`src/rtl/jump_ctrl_pkg.sv`:
```
// -----------------------------------------------------------------------------
// jump_ctrl_pkg
//   Shared definitions for the jump controller: MIPS opcode/funct encodings for
//   the control-flow instructions it handles, the controller state encoding,
//   and the J-type target helper.
// -----------------------------------------------------------------------------
package jump_ctrl_pkg;

  localparam logic [5:0] OP_RTYPE = 6'b000000;
  localparam logic [5:0] OP_J     = 6'b000010;
  localparam logic [5:0] OP_JAL   = 6'b000011;
  localparam logic [5:0] FUNCT_JR = 6'b001000;

  typedef enum logic [1:0] {
    RUN     = 2'd0,  // normal sequential fetch
    WAIT_RS = 2'd1,  // jr held in ID until its rs operand is forwarded-ready
    FLUSH   = 2'd2   // one bubble cycle after a taken redirect
  } state_e;

  // J-type target: region bits of pc+4 with the 26-bit word index.
  // Masking keeps the whole pc4 word in the expression.
  function automatic logic [31:0] jtype_target(input logic [31:0] pc4,
                                               input logic [25:0] tgt);
    return (pc4 & 32'hF000_0000) | {4'h0, tgt, 2'b00};
  endfunction

endpackage

```
`src/rtl/jump_ctrl_link_buf.sv`:
```
// -----------------------------------------------------------------------------
// jump_ctrl_link_buf
//   Single-entry buffer for the jal link value. The entry is written to the
//   register file only when writeback does not own the shared write port.
//   A new load in the same cycle as a drain replaces the drained value and
//   leaves the buffer full.
//
// Ports
//   clk          rising-edge clock
//   rst_n        synchronous active-low reset (discards any pending entry)
//   load_i       capture load_data_i this cycle
//   load_data_i  link value (pc+4 of the jal)
//   wb_we_i      writeback owns the regfile write port this cycle
//   we_o         regfile write enable for the buffered link
//   data_o       buffered link value
//   full_o       buffer holds an entry
// -----------------------------------------------------------------------------
module jump_ctrl_link_buf (
  input  logic        clk,
  input  logic        rst_n,
  input  logic        load_i,
  input  logic [31:0] load_data_i,
  input  logic        wb_we_i,
  output logic        we_o,
  output logic [31:0] data_o,
  output logic        full_o
);

  logic        full_q, full_d;
  logic [31:0] data_q, data_d;

  // Writeback has priority; no write fires in a cycle where reset is applied,
  // so a pending link is discarded rather than committed.
  assign we_o   = full_q & ~wb_we_i & rst_n;
  assign data_o = data_q;
  assign full_o = full_q;

  always_comb begin
    // NOTE: every variable written here gets a default first, otherwise a
    // path that skips the assignment infers a latch.
    full_d = full_q;
    data_d = data_q;
    if (we_o) begin
      full_d = 1'b0;
    end
    // Load after drain so a same-cycle load wins and keeps the entry full.
    if (load_i) begin
      full_d = 1'b1;
      data_d = load_data_i;
    end
  end

  always_ff @(posedge clk) begin
    if (!rst_n) begin
      // NOTE: the data word is reset too so link_data reads 0 out of reset;
      // a single register costs nothing to reset, unlike a memory array.
      full_q <= 1'b0;
      data_q <= '0;
    end else begin
      // NOTE: non-blocking assignments for all sequential state so every
      // register samples the pre-edge value regardless of statement order.
      full_q <= full_d;
      data_q <= data_d;
    end
  end

endmodule

```
`src/rtl/jump_ctrl.sv`:
```
// -----------------------------------------------------------------------------
// jump_ctrl
//   Fetch-PC sequencer for control-flow instructions decoded in ID (j, jal,
//   jr). Redirects the PC and squashes the wrong-path fetch, holds jr in ID
//   until its rs operand is ready, and queues the jal link write ($ra) onto
//   the register-file write port shared with writeback.
//
// Ports
//   clk, rst_n     clock / synchronous active-low reset
//   stall_in       global pipeline hold (highest priority)
//   id_valid, id_opcode, id_funct, id_pc, id_target
//                  ID-stage instruction fields
//   id_rs_data     forwarded rs value, id_rs_ready marks it valid
//   wb_we          writeback owns the regfile write port this cycle
//   pc_out         fetch PC
//   if_flush       squash IF/ID this cycle (taken redirect)
//   id_stall       hold ID and IF/ID
//   link_we/link_addr/link_data   link write to the register file
//   jr_misaligned  pulse: jr target had nonzero low bits
//   redirect_cnt   saturating count of taken redirects
// -----------------------------------------------------------------------------
module jump_ctrl
  import jump_ctrl_pkg::*;
#(
  parameter logic [31:0] RESET_PC = 32'h0000_0000,
  parameter logic [4:0]  RA_REG   = 5'd31,
  parameter int          CNT_W    = 16
) (
  input  logic             clk,
  input  logic             rst_n,
  input  logic             stall_in,
  input  logic             id_valid,
  input  logic [5:0]       id_opcode,
  input  logic [5:0]       id_funct,
  input  logic [31:0]      id_pc,
  input  logic [25:0]      id_target,
  input  logic [31:0]      id_rs_data,
  input  logic             id_rs_ready,
  input  logic             wb_we,
  output logic [31:0]      pc_out,
  output logic             if_flush,
  output logic             id_stall,
  output logic             link_we,
  output logic [4:0]       link_addr,
  output logic [31:0]      link_data,
  output logic             jr_misaligned,
  output logic [CNT_W-1:0] redirect_cnt
);

  state_e           state_q, state_d;
  logic [31:0]      pc_q, pc_d;
  logic [CNT_W-1:0] cnt_q, cnt_d;

  logic        is_j, is_jal, is_jr;
  logic        jr_path;
  logic [31:0] pc4, target;
  logic        take;
  logic        link_load, link_full;

  // ---------------------------------------------------------------------------
  // Decode and target generation
  // ---------------------------------------------------------------------------
  assign is_j   = id_valid && (id_opcode == OP_J);
  assign is_jal = id_valid && (id_opcode == OP_JAL);
  assign is_jr  = id_valid && (id_opcode == OP_RTYPE) && (id_funct == FUNCT_JR);

  // A jr parked in WAIT_RS stays a jr even if decode flickers.
  assign jr_path = (state_q == WAIT_RS) || is_jr;

  assign pc4    = id_pc + 32'd4;
  assign target = jr_path ? {id_rs_data[31:2], 2'b00} : jtype_target(pc4, id_target);

  // ---------------------------------------------------------------------------
  // Next-state / output logic
  // ---------------------------------------------------------------------------
  always_comb begin
    state_d       = state_q;
    pc_d          = pc_q;
    cnt_d         = cnt_q;
    if_flush      = 1'b0;
    id_stall      = 1'b0;
    jr_misaligned = 1'b0;
    link_load     = 1'b0;
    take          = 1'b0;

    if (!rst_n || stall_in) begin
      // Reset or global hold: everything freezes, pulses stay low.
      // The link buffer still drains on its own.
    end else begin
      unique case (state_q)
        RUN: begin
          if (is_jr && !id_rs_ready) begin
            id_stall = 1'b1;
            state_d  = WAIT_RS;
          end else if (is_jal && link_full && !link_we) begin
            // Buffer still occupied by the previous link and writeback
            // owns the port: the jal cannot claim the buffer yet.
            id_stall = 1'b1;
          end else if (is_j || is_jal || is_jr) begin
            take = 1'b1;
          end else begin
            pc_d = pc_q + 32'd4;
          end
        end
        WAIT_RS: begin
          if (!id_rs_ready) begin
            id_stall = 1'b1;
          end else begin
            take = 1'b1;
          end
        end
        FLUSH: begin
          // ID holds the squashed bubble; id_valid is not looked at.
          pc_d    = pc_q + 32'd4;
          state_d = RUN;
        end
        default: begin
          state_d = RUN;
        end
      endcase

      if (take) begin
        pc_d          = target;
        if_flush      = 1'b1;
        state_d       = FLUSH;
        jr_misaligned = jr_path && (id_rs_data[1:0] != 2'b00);
        link_load     = !jr_path && is_jal;
        if (cnt_q != {CNT_W{1'b1}}) begin
          cnt_d = cnt_q + {{(CNT_W-1){1'b0}}, 1'b1};
        end
      end
    end
  end

  always_ff @(posedge clk) begin
    if (!rst_n) begin
      state_q <= RUN;
      pc_q    <= RESET_PC;
      cnt_q   <= '0;
    end else begin
      state_q <= state_d;
      pc_q    <= pc_d;
      cnt_q   <= cnt_d;
    end
  end

  // ---------------------------------------------------------------------------
  // Link buffer
  // ---------------------------------------------------------------------------
  jump_ctrl_link_buf u_link_buf (
    .clk         (clk),
    .rst_n       (rst_n),
    .load_i      (link_load),
    .load_data_i (pc4),
    .wb_we_i     (wb_we),
    .we_o        (link_we),
    .data_o      (link_data),
    .full_o      (link_full)
  );

  assign link_addr    = RA_REG;
  assign pc_out       = pc_q;
  assign redirect_cnt = cnt_q;

endmodule

```
`config.mk`:
```
export PLATFORM = sky130hd
export DESIGN_NAME = jump_ctrl
export DESIGN_NICKNAME = d
export VERILOG_FILES = /design/src/rtl/jump_ctrl_pkg.sv /design/src/rtl/jump_ctrl_link_buf.sv /design/src/rtl/jump_ctrl.sv
export SDC_FILE = /design/constraint.sdc
export NUM_CORES = 1
export LEC_CHECK = 0
export ABC_AREA = 1
export CAP_MARGIN = 25
export CORE_UTILIZATION = 25
export DETAILED_ROUTE_END_ITERATION = 10
export GPL_TIMING_DRIVEN = 1
export PLACE_DENSITY = 0.55
export REMOVE_ABC_BUFFERS = 1
export SYNTH_ARGS = -nofsm -noshare
export SYNTH_HDL_FRONTEND = slang
export SYNTH_HIERARCHICAL = 1
export SYNTH_SLANG_ARGS = --single-unit
```
`constraint.sdc`:
```
create_clock -name clk -period 5.35 [get_ports clk]
set_clock_uncertainty 0.15 [all_clocks]
set_input_delay 1.07 -clock clk [delete_from_list [all_inputs] [get_ports clk]]
set_output_delay 1.07 -clock clk [all_outputs]
set_load 0.05 [all_outputs]
```
## After elaboration in Yosys (flattened, before gate mapping)

Cells that the tools add are included.

- Bits in registers: 83
- Logic and storage cells: 77

- Equal/unequal tests: 11
- Add/subtract/negate cells: 3
- Mux-type cells: 28
- Reductions and logical operators: 25
- Bitwise logic cells: 5

Operators with widths:

| operator | count |
|---|---|
| $mux W32 | 5 |
| $add A32 B3 Y32 const B | 2 |
| $pmux W32 S2 | 1 |
| $or A32 B28 Y32 | 1 |
| $mux W1 | 17 |
| $add A16 B1 Y16 const B | 1 |
| $ne A16 B16 Y1 const B | 1 |
| $eq A6 B2 Y1 const B | 2 |
| $ne A3 B3 Y1 const B | 4 |
| $logic_and A1 B1 Y1 | 9 |
| $eq A6 B4 Y1 const B | 1 |
| $logic_not A6 Y1 | 1 |
| $reduce_and A3 Y1 | 2 |
| $reduce_and A5 Y1 | 1 |
| $logic_not A1 Y1 | 4 |
| $logic_or A1 B1 Y1 | 4 |
| $mux W2 | 2 |
| $pmux W1 S2 | 2 |
| $pmux W2 S2 | 1 |
| $reduce_bool A2 Y1 | 2 |
| $reduce_bool A3 Y1 | 1 |
| $and A1 B1 Y1 | 2 |
| $eq A2 B1 Y1 const B | 1 |
| $eq A2 B2 Y1 const B | 1 |
| 3 further kinds | 4 |

## Depth between registers and ports, before layout

Gate-level depths: netlist (run 1).

- Depth in word-level cells: 12
- Mapped depth: 18
- Gate-level depth less buffers: 14

## Hierarchy

Netlist (run 1), hierarchy kept.

By module, submodules not included:

| module | times used | cells each | seq. area each (um^2) | area each (um^2) |
|---|---|---|---|---|
| jump_ctrl | 1 | 824 | 960.9 | 4697.0 |
| jump_ctrl_link_buf | 1 | 209 | 660.6 | 1361.3 |

## Worst setup path before layout (run 1)

OpenSTA, ideal clock, no wires.

- Path kind: input to output
- From: input rst_n
- To: output jr_misaligned
- Stages: 13
- Required time: 4.130 ns
- Arrival time: 3.410 ns
- Slack: 0.720 ns
- Cells stage by stage: buf_2 > buf_2 > nand2_1 > nor2_1 > inv_1 > nand2_1 > nand3b_1 > nand2_2 > inv_2 > nand2_2 > nand2_2 > nand2_2 > nor2_1

- Cells in the longest elaborated chain, start to end: 9

Ends and longest elaborated chain:

| element | RTL line | text |
|---|---|---|
| from (decl) | jump_ctrl.sv:30 | `input logic rst_n,` |
| $and A1 B1 Y1 | jump_ctrl_link_buf.sv:34 | `assign we_o = full_q & ~wb_we_i & rst_n;` |
| via link_we | jump_ctrl.sv:43 | `output logic link_we,` |
| $logic_not A1 Y1 | jump_ctrl.sv:95 | `end else if (is_jal && link_full && !link_we) begin` |
| $logic_and A1 B1 Y1 | jump_ctrl.sv:95 |  |
| $mux W1 | jump_ctrl.sv:95 |  |
| $mux W1 | jump_ctrl.sv:92 | `if (is_jr && !id_rs_ready) begin` |
| $pmux W1 S2 | jump_ctrl.sv:90 | `unique case (state_q)` |
| $mux W1 | jump_ctrl.sv:86 | `if (!rst_n \|\| stall_in) begin` |
| $mux W1 | jump_ctrl.sv:122 | `if (take) begin` |
| $mux W1 | jump_ctrl.sv:86 |  |
| to (decl) | jump_ctrl.sv:46 | `output logic jr_misaligned,` |

The timed path passes the listed nets, and every way through them passes these cells. The select of a mux whose other input is x is not followed.

## Worst setup path in the final report (run 1)

- From: input rst_n
- To: output if_flush

- Cells in the longest elaborated chain, start to end: 9

Ends and longest elaborated chain:

| element | RTL line | text |
|---|---|---|
| $and A1 B1 Y1 | jump_ctrl_link_buf.sv:34 |  |
| $logic_not A1 Y1 | jump_ctrl.sv:95 |  |
| $logic_and A1 B1 Y1 | jump_ctrl.sv:95 |  |
| $mux W1 | jump_ctrl.sv:95 |  |
| $mux W1 | jump_ctrl.sv:92 |  |
| $pmux W1 S2 | jump_ctrl.sv:90 |  |
| $mux W1 | jump_ctrl.sv:86 |  |
| $mux W1 | jump_ctrl.sv:122 |  |
| $mux W1 (*) | jump_ctrl.sv:86 |  |
| to (decl) | jump_ctrl.sv:41 | `output logic if_flush,` |

Mark *: on every way between the ends. The rest lies on a longest branch, timed or not. The select of a mux whose other input is x is not followed.

==> results of run 1 <==
## flip-flops by register name, summed over array words and instances, names as in the netlist
name,cells
redirect_cnt,16
state_q,2
pc_out,30
u_link_buf/data_o,32
u_link_buf/full_o,1
## where the power goes
part	internal, mW	switching [mW]	total [mW]
logic	0.135	0.165	0.300
registers	0.615	0.0176	0.633
clock network	0.318	0.293	0.612
## cell type report
class	count	area [µm²]	share of cell area, %
Tap cell	319	399	4.70
Clock buffer	9	225	2.65
Timing Repair Buffer	197	1980	23.4
Sequential cell	81	1620	19.1
Multi-Input combinational cell	800	3770	44.5
Clock inverter	7	53.8	0.634
Inverter	115	432	5.09
## through the flow
step	cells	setup slack [ns]	hold slack, ns	cell area (µm²)	utilization (%)
after floorplan	996	0.278	0.318	5820	-
after global placement	1512	1.15	0.308	8210	34.8
after detailed placement	1512	1.11	0.312	8210	34.8
after CTS	1528	1.12	0.321	8490	35.9
after global routing	1528	0.933	0.338	8490	35.9
final	1528	1.13	0.320	8490	35.9
## logic make-up after synthesis
family,count (synthesis),synth area share [%]
AND/OR/NAND/NOR,671,46.7
adder cells (fa/ha/maj),3,0.620
XOR/XNOR,64,9.25
buffers and inverters,157,11.4
other,2,0.124
AO/OA/AOI/OAI,55,5.16
flip-flops,81,26.8
## metal layers
metal | track usage (%) | share of wire [%] | routed length, µm
met5 | 0 | 0 | 0
met4 | 3.47 | 0.79 | 162
met3 | 2.87 | 4.8 | 974
met2 | 28.0 | 47 | 9660
met1 | 21.9 | 47 | 9620
## final timing paths
check	startpoint	end	slack [ns]	cells past startpoint
worst max-delay path	rst_n	if_flush	1.13	13
worst max register to register	state_q[1]	u_link_buf/data_o[11]	2.60	10
worst min register to register	u_link_buf/data_o[15]	u_link_buf/data_o[15]	0.32	2
worst min-delay path	u_link_buf/data_o[15]	u_link_buf/data_o[15]	0.32	2
## synth_stat cells, types with 3 or more instances
cell type	n	area [µm²]
xor2_1	42	368
o21a_1	3	22.5
nor2_1	163	612
inv_1	107	402
buf_4	12	90.1
a21oi_1	34	170
nor3_1	16	80.1
dfxtp_1	81	1620
ha_1	3	37.5
or2_0	4	25.0
nand3b_1	5	37.5
o21ai_0	10	50.1
a21oi_2	5	43.8
nor2_2	6	37.5
nand2_1	350	1310
nand3_1	98	490
xnor2_1	22	193
buf_6	5	56.3
buf_2	16	80.1
nand4_1	9	56.3
nand2_2	4	25.0
clkbuf_1	9	33.8
inv_2	7	26.3
## worst min-delay path, delay by kind of cell, from the launching register on
| family | cells | cell delay [ns] |
|---|---|---|
| AND/OR/NAND/NOR | 2 | 0.13 |
| flip-flops | 1 | 0.31 |
==> run summary, run 1 <==
* **fraction of the yosys area taken by sequential cells** 26.8%
* **initial antenna violation count** 0
* **vias in the first global route** 6016
* **Final #Nets** 1315
* **initial core utilization** 25.7%
* **number of standard cells after synthesis** 1033
* **category of the critical setup timing path** in -> out
* **clock tree from TritonCTS** built
* **Synth Flop Type** dfxtp_1
* **mapped cell area** 6060 µm²
* **RSZ-0062 raised after global routing** no
* **Hold Violations, Final** 0
* **fin crit share** 78.8%
* **hold buffer count at CTS** 0
* **Critical Path RT** 4.13 ns
* **Max-cap violations** 0
* **CTS sink cnt** 81
* **list of cells traversed by the critical path** clkdlybuf4s50_1, nand2_1, nor2_1, inv_1, nand2_1, nand3b_1, nand2_2, inv_2, nand2_2, nand2_2, nand2_2, inv_2, buf_12
* **total core area** 23600 µm²
* **Slew @ Worst Pin** 0.762 ns
* **# diodes** 0
* **fraction of layout instances using a drive strength above 1** 5.13%
* **filler cell count** 2638
* **power density relative to cell area** 182 nW/µm²
* **number of I/O pins** 197
* **distinct cell type count after synthesis** 40
* **WP buf/inv** 5
* **total of cells resized after clock tree synthesis** 0
* **mean routed wirelength per cell** 13.4 µm
* **count of standard-cell rows** 56
* **final wirelength** 20400 µm
* **post-route antenna net violation count** 0
* **largest incremental delay on the critical path** 0.64 ns
* **setup bufs post-CTS** 0
* **final worst path period need** 4.22 ns
* **critical path data arrival time** 3.00 ns
* **total CTS buffers** 9
* **Slowest-stage cell, CP** clkdlybuf4s50_1
* **Overall Power** 1.54 mW
* **upper clock frequency limit** 0.237 GHz
* **maximum number of pins on one net before global-route repair** 42
* **clock latency reported for the late side of the worst-skew pair** 0.35 ns
* **class of the tightest hold or removal check** reg -> reg
* **Static Leak** 3.48 nW
* **count of routing violations after the opening detailed-route iteration** 359
* **FF+latch count, synth** 81
* **Max Transition Viols Final** 0
* **number of synthesized flops with an enable pin** 0
* **Root Buffer** clkbuf_16
* **Peak VDD IR** 111 µV
* **global routing usage summed across all routing layers** 16.6%
* **number of port buffers** 189
* **commonest non-fill, non-tap cell in the layout** nand2_1
* **Vias/cell** 4.36
* **per-instance average area after synthesis** 5.86 µm²
* **area overhead of the layout relative to synthesis** 40.1%
* **H-tree levels** 3
* **critical path startpoint category** input pin
* **total overflow reported by the global router** 0
* **total negative slack** 0 ns
* **share of flip-flops with an asynchronous set or reset** 0%
* **highest fanout seen on the critical path** 17
* **Largest delay share family, worst path** buffers and inverters
* **library cell appearing most often on the critical path** nand2_2
* **residual DRC count** 0
* **most frequent cells in the layout** nand2_1, clkdlybuf4s50_1, nor2_1
* **total number of vias** 6661
* **count of yosys warnings during synthesis** 6
* **number of optimization iterations in the first detailed-route pass** 5
* **floorplan die width** 158 µm
* **first-pass GRT wire length** 32200 µm
* **headroom to the max-slew limit** 49.1%
* **die height** 158 µm
* **die footprint** 24900 µm²
* **status** finished, final reports clean
* **final setup violating endpoints** 0
* **routability congestion estimate** 0.882
* **HPWL after DPL** 15600 µm
* **Longest Clk Path Bufs** 2
* **kind of capture point of the worst setup path** output port
* **clock edge transition at the registers on the reported setup and hold paths** 0.06 ns
No activity file was read; power rests on OpenSTA's default activity.
==> inputs of run 2 (changes only) <==
- clock period: 5.35 -> 4.1 ns (I/O delays scaled with it)
==> run summary, run 2 (synthesis results as in run 1) <==
* **status** finished, final reports clean
* **fraction of layout instances using a drive strength above 1** 5.45%, +0.32 points
* **count of standard-cell rows** 56, unchanged
* **count of routing violations after the opening detailed-route iteration** 402, +12%
* **most frequent cells in the layout** nand2_1, clkdlybuf4s50_1, nor2_1
* **total overflow reported by the global router** 0, unchanged
* **vias in the first global route** 6155, +2.3%
* **Hold Violations, Final** 0, unchanged
* **commonest non-fill, non-tap cell in the layout** nand2_1
* **largest incremental delay on the critical path** 0.57 ns, -0.07 ns
* **H-tree levels** 3, unchanged
* **class of the tightest hold or removal check** reg -> reg
* **Final #Nets** 1318, +0.23%
* **list of cells traversed by the critical path** clkdlybuf4s50_1, nand2_1, nor2_1, inv_1, nand2_1, nand3b_1, nand2_2, inv_2, nand2_2, nand2_2, nand2_2, nor2_1, buf_12
* **kind of capture point of the worst setup path** output port
* **Critical Path RT** 3.13 ns, -1.00 ns
* **upper clock frequency limit** 0.273 GHz
* **die height** 158 µm, unchanged
* **number of flip-flops in the largest register** 32, unchanged
* **post-route antenna net violation count** 0, unchanged
* **CTS sink cnt** 81, unchanged
* **headroom to the max-slew limit** 59.2%, +10 points
* **worst hold-check slack** 0.322 ns, +0.00197 ns
* **library cell appearing most often on the critical path** nand2_2
* **Max Transition Viols Final** 0, unchanged
* **clock tree from TritonCTS** built
* **Longest Clk Path Bufs** 2, unchanged
* **final worst path period need** 3.66 ns
* **Slew @ Worst Pin** 0.610 ns, -0.152 ns
* **HPWL after DPL** 15600 µm, -0.52%
* **RSZ-0062 raised after global routing** no
* **initial antenna violation count** 2, +2
* **initial core utilization** 25.7%, unchanged
* **first-pass GRT wire length** 32500 µm, +1.1%
* **Peak VDD IR** 139 µV, +25%
* **non-filler instance count after layout** 1533, +0.33%
* **Vias/cell** 4.37, +0.21%
* **critical path data arrival time** 2.69 ns, -0.31 ns
* **number of optimization iterations in the first detailed-route pass** 5, unchanged
* **clock latency reported for the late side of the worst-skew pair** 0.35 ns, about the same
* **fin crit share** 89.2%
* **highest fanout seen on the critical path** 4, -13
* **category of the critical setup timing path** in -> out
* **die footprint** 24900 µm², unchanged
* **total of cells resized after clock tree synthesis** 0, unchanged
* **final setup violating endpoints** 0, unchanged
* **mean routed wirelength per cell** 13.4 µm, +0.36%
* **area overhead of the layout relative to synthesis** 41.3%
* **maximum number of pins on one net before global-route repair** 66, +57%
* **power density relative to cell area** 242 nW/µm², +33%
* **total CTS buffers** 9, unchanged
* **Max-cap violations** 0, unchanged
* **instance count after placement with tap cells included** 1515, +0.20%
* **Root Buffer** clkbuf_16
* **hold buffer count at CTS** 0, unchanged
* **floorplan die width** 158 µm, unchanged
* **residual DRC count** 0, unchanged
* **total core area** 23600 µm², unchanged
* **setup bufs post-CTS** 0, unchanged
* **Static Leak** 3.52 nW, +1.1%
* **clock edge transition at the registers on the reported setup and hold paths** 0.07 ns, about the same
* **number of I/O pins** 197, unchanged
* **total number of vias** 6697, +0.54%
* **global routing usage summed across all routing layers** 16.7%, +0.16 points
* **critical path startpoint category** input pin
* **final wirelength** 20600 µm, +0.69%
* **Slowest-stage cell, CP** clkdlybuf4s50_1
* **routability congestion estimate** 0.873, -0.95%
* **number of port buffers** 189, unchanged
[run 2: critical path: cells and delay by family]
| kind | cells | cell delay [ns] |
|---|---|---|
| buffers and inverters | 4 | 0.88 |
| AND/OR/NAND/NOR | 9 | 0.98 |
[run 2: report_power, final]
part | switching (mW) | internal, mW | leakage (nW)
Sequential | 0.0230 | 0.803 | 0.656
Combinational | 0.216 | 0.178 | 2.72
Clock | 0.375 | 0.478 | 0.146
Total | 0.614 | 1.46 | 3.52
[run 2: routing by layer]
metal  up-vias  track usage, %  share of wire (%)
li1       3537               -                  -
met5         -               0                  0
met1      2991            21.9                 47
met2       157            27.9                 47
met4         0            4.67               0.92
met3        12            3.01                5.2
[run 2: worst paths after layout]
path | depth (start not counted) | slack, ns | from | endpoint
worst max-delay path | 13 | 0.44 | rst_n | jr_misaligned
worst min-delay path | 2 | 0.32 | u_link_buf/data_o[8] | u_link_buf/data_o[8]
worst max register to register | 9 | 1.51 | redirect_cnt[0] | redirect_cnt[6]
worst min register to register | 2 | 0.32 | u_link_buf/data_o[8] | u_link_buf/data_o[8]
[run 2: final cells by class]
class                   count  area, µm²
diodes                      2       5.00
multi-input cells         800       3770
fillers                  2602      15100
clock inverters             7       77.6
flip-flops and latches     81       1620
inverters                 115        432
clock buffers               9        225
well taps                 319        399
repair buffers            200       2030
[run 2: metrics by stage]
step | setup TNS, ns | power [mW] | utilization, % | setup slack (ns) | instance area, µm²
after CTS | 0 | 2.11 | 36.2 | 0.427 | 8560
after floorplan | -23.75 | 1.04 | - | -0.722 | 5820
after global routing | 0 | 2.18 | 36.3 | 0.251 | 8560
after global placement | 0 | 1.24 | 35.0 | 0.454 | 8250
after detailed placement | 0 | 1.24 | 35.0 | 0.428 | 8250
final | 0 | 2.07 | 36.3 | 0.441 | 8560
==> inputs of run 3 (changes only) <==
- PLACE_DENSITY: 0.55 -> 0.56
- clock period: 4.1 -> 3.32 ns (I/O delays scaled with it)
==> run summary, run 3 (synthesis results as in run 1) <==
* **headroom to the max-slew limit** 62.6%, +3.4 points
* **clock tree from TritonCTS** built
* **Vias/cell** 4.28, -1.9%
* **Hold Violations, Final** 0, unchanged
* **hold buffer count at CTS** 0, unchanged
* **Final #Nets** 1324, +0.46%
* **Hold Path Origin** u_link_buf/data_o[20]
* **class of the tightest hold or removal check** reg -> reg
* **global routing usage summed across all routing layers** 16.2%, -0.52 points
* **final wirelength** 20100 µm, -2.1%
* **filler cell count** 2615, +0.50%
* **Peak VDD IR** 166 µV, +20%
* **number of I/O pins** 197, unchanged
* **count of routing violations after the opening detailed-route iteration** 254, -37%
* **critical path startpoint category** input pin
* **total overflow reported by the global router** 0, unchanged
* **HPWL after DPL** 15700 µm, +0.80%
* **clock edge transition at the registers on the reported setup and hold paths** 0.06 ns, about the same
* **most frequent cells in the layout** nand2_1, clkdlybuf4s50_1, nor2_1
* **initial core utilization** 25.7%, unchanged
* **fin util** 36.4%, +0.12 points
* **Min-Delay Endpoint** u_link_buf/data_o[20]
* **first-pass GRT wire length** 31600 µm, -2.9%
* **fin crit share** 94.6%
* **kind of capture point of the worst setup path** output port
* **Max Transition Viols Final** 0, unchanged
* **final worst path period need** 3.14 ns
* **floorplan die width** 158 µm, unchanged
* **Multi-input gate area** 3780 µm², +0.13%
* **critical path data arrival time** 2.33 ns, -0.36 ns
* **die footprint** 24900 µm², unchanged
* **die height** 158 µm, unchanged
* **routability congestion estimate** 0.876, +0.24%
* **end of the worst register-to-register path** pc_out[28]
* **# diodes** 0, -2
* **power density relative to cell area** 292 nW/µm², +21%
* **status** finished, final reports clean
* **number of flip-flops in the largest register** 32, unchanged
* **Static Leak** 3.54 nW, +0.58%
* **area overhead of the layout relative to synthesis** 41.8%
* **clock latency reported for the late side of the worst-skew pair** 0.35 ns, about the same
* **Max-cap violations** 0, unchanged
* **count of standard-cell rows** 56, unchanged
* **vias in the first global route** 6040, -1.9%
* **RSZ-0062 raised after global routing** no
* **number of port buffers** 189, unchanged
* **post-route antenna net violation count** 0, unchanged
* **cell count of the worst hold path** 2, unchanged
* **number of optimization iterations in the first detailed-route pass** 4, -1
* **beginning of the worst register-to-register path** pc_out[3]
* **fraction of layout instances using a drive strength above 1** 6.16%, +0.71 points
* **H-tree levels** 3, unchanged
* **final setup violating endpoints** 0, unchanged
* **initial antenna violation count** 0, -2
* **CTS sink cnt** 81, unchanged
* **upper clock frequency limit** 0.319 GHz
* **Root Buffer** clkbuf_16
* **total number of vias** 6584, -1.7%
* **commonest non-fill, non-tap cell in the layout** nand2_1
* **total negative slack** 0 ns, unchanged
* **Slew @ Worst Pin** 0.559 ns, -0.0507 ns
* **category of the critical setup timing path** in -> out
* **mean routed wirelength per cell** 13.1 µm, -2.4%
* **worst-case reg-to-reg path depth** 12, +3
* **area used by sequential logic in the layout** 1620 µm², unchanged
* **total core area** 23600 µm², unchanged
* **Critical Path RT** 2.51 ns, -0.62 ns
* **setup slack, reg-to-reg** 1.05 ns, -0.46 ns
* **highest fanout seen on the critical path** 4, unchanged
* **residual DRC count** 0, unchanged
* **Longest Clk Path Bufs** 2, unchanged
* **maximum number of pins on one net before global-route repair** 66, unchanged
* **total CTS buffers** 9, unchanged
-- run 3: cell types whose count changed in the layout (fill, tap and decap cells not counted), moves of 2 or more --
cell / before / now
buf_4: 10 / 16
diode_2: 2 / 0
inv_6: 2 / 0
nor2_1: 161 / 159
nor2_2: 7 / 9
-- run 3: how the worst max path moves through the flow --
stage	from	end	slack, ns
final	id_opcode[1]	jr_misaligned	0.18
after global routing	id_opcode[5]	jr_misaligned	0.0005
after CTS	id_opcode[3]	jr_misaligned	0.10
after detailed placement	id_opcode[3]	jr_misaligned	0.10
after global placement	id_opcode[3]	jr_misaligned	0.16
after floorplan	rst_n	u_link_buf/data_o[27]	-1.35
-- run 3: timing repair --
| action | in CTS | in global routing |
|---|---|---|
| buffers inserted | 0 | 0 |
| resized for setup | 0 | 2 |
| endpoints found under the setup margin | 0 | 1 |
-- run 3: metrics by stage --
step	hold WS, ns	instance area (µm²)	cells	power, mW	setup WS (ns)
floorplan	0.318	5820	996	1.28	-1.35
global placement	0.309	8290	1521	1.53	0.165
detailed placement	0.312	8290	1521	1.53	0.103
CTS	0.321	8580	1537	2.55	0.101
global route	0.335	8590	1537	2.64	0.000451
finish	0.318	8590	1537	2.51	0.180
-- run 3: metal layers --
layer / vias to the layer above / GRT usage (%) / wire length, µm
met5: - / 0 / 0
met4: 0 / 3.79 / 223
met3: 16 / 3.18 / 1060
met2: 138 / 26.6 / 9140
met1: 2902 / 21.7 / 9700
li1: 3528 / - / -
-- run 3: final cells by class --
class                      count  share of cell area [%]
multi-input combinational    800                    44.0
timing repair buffer         206                    24.1
sequential                    81                    18.9
inverter                     115                    5.03
tap                          319                    4.65
clock buffer                  10                    2.78
clock inverter                 6                   0.612
-- run 3: worst max-delay path: stages --
cell and delay, ns:
clkdlybuf4s50_1 0.46, nor2_1 0.19, inv_2 0.05, nor2_2 0.12, nand2_1 0.10, a21boi_2 0.17, nand2_2 0.09, nand2_2 0.08
nand2_2 0.10, nor2_2 0.15, buf_12 0.15
-- run 3: power by group --
| group | internal, mW | switching (mW) | total [mW] |
|---|---|---|---|
| clock network | 0.537 | 0.464 | 1.00 |
| logic | 0.222 | 0.266 | 0.489 |
| registers | 0.991 | 0.0284 | 1.02 |
| total | 1.75 | 0.759 | 2.51 |
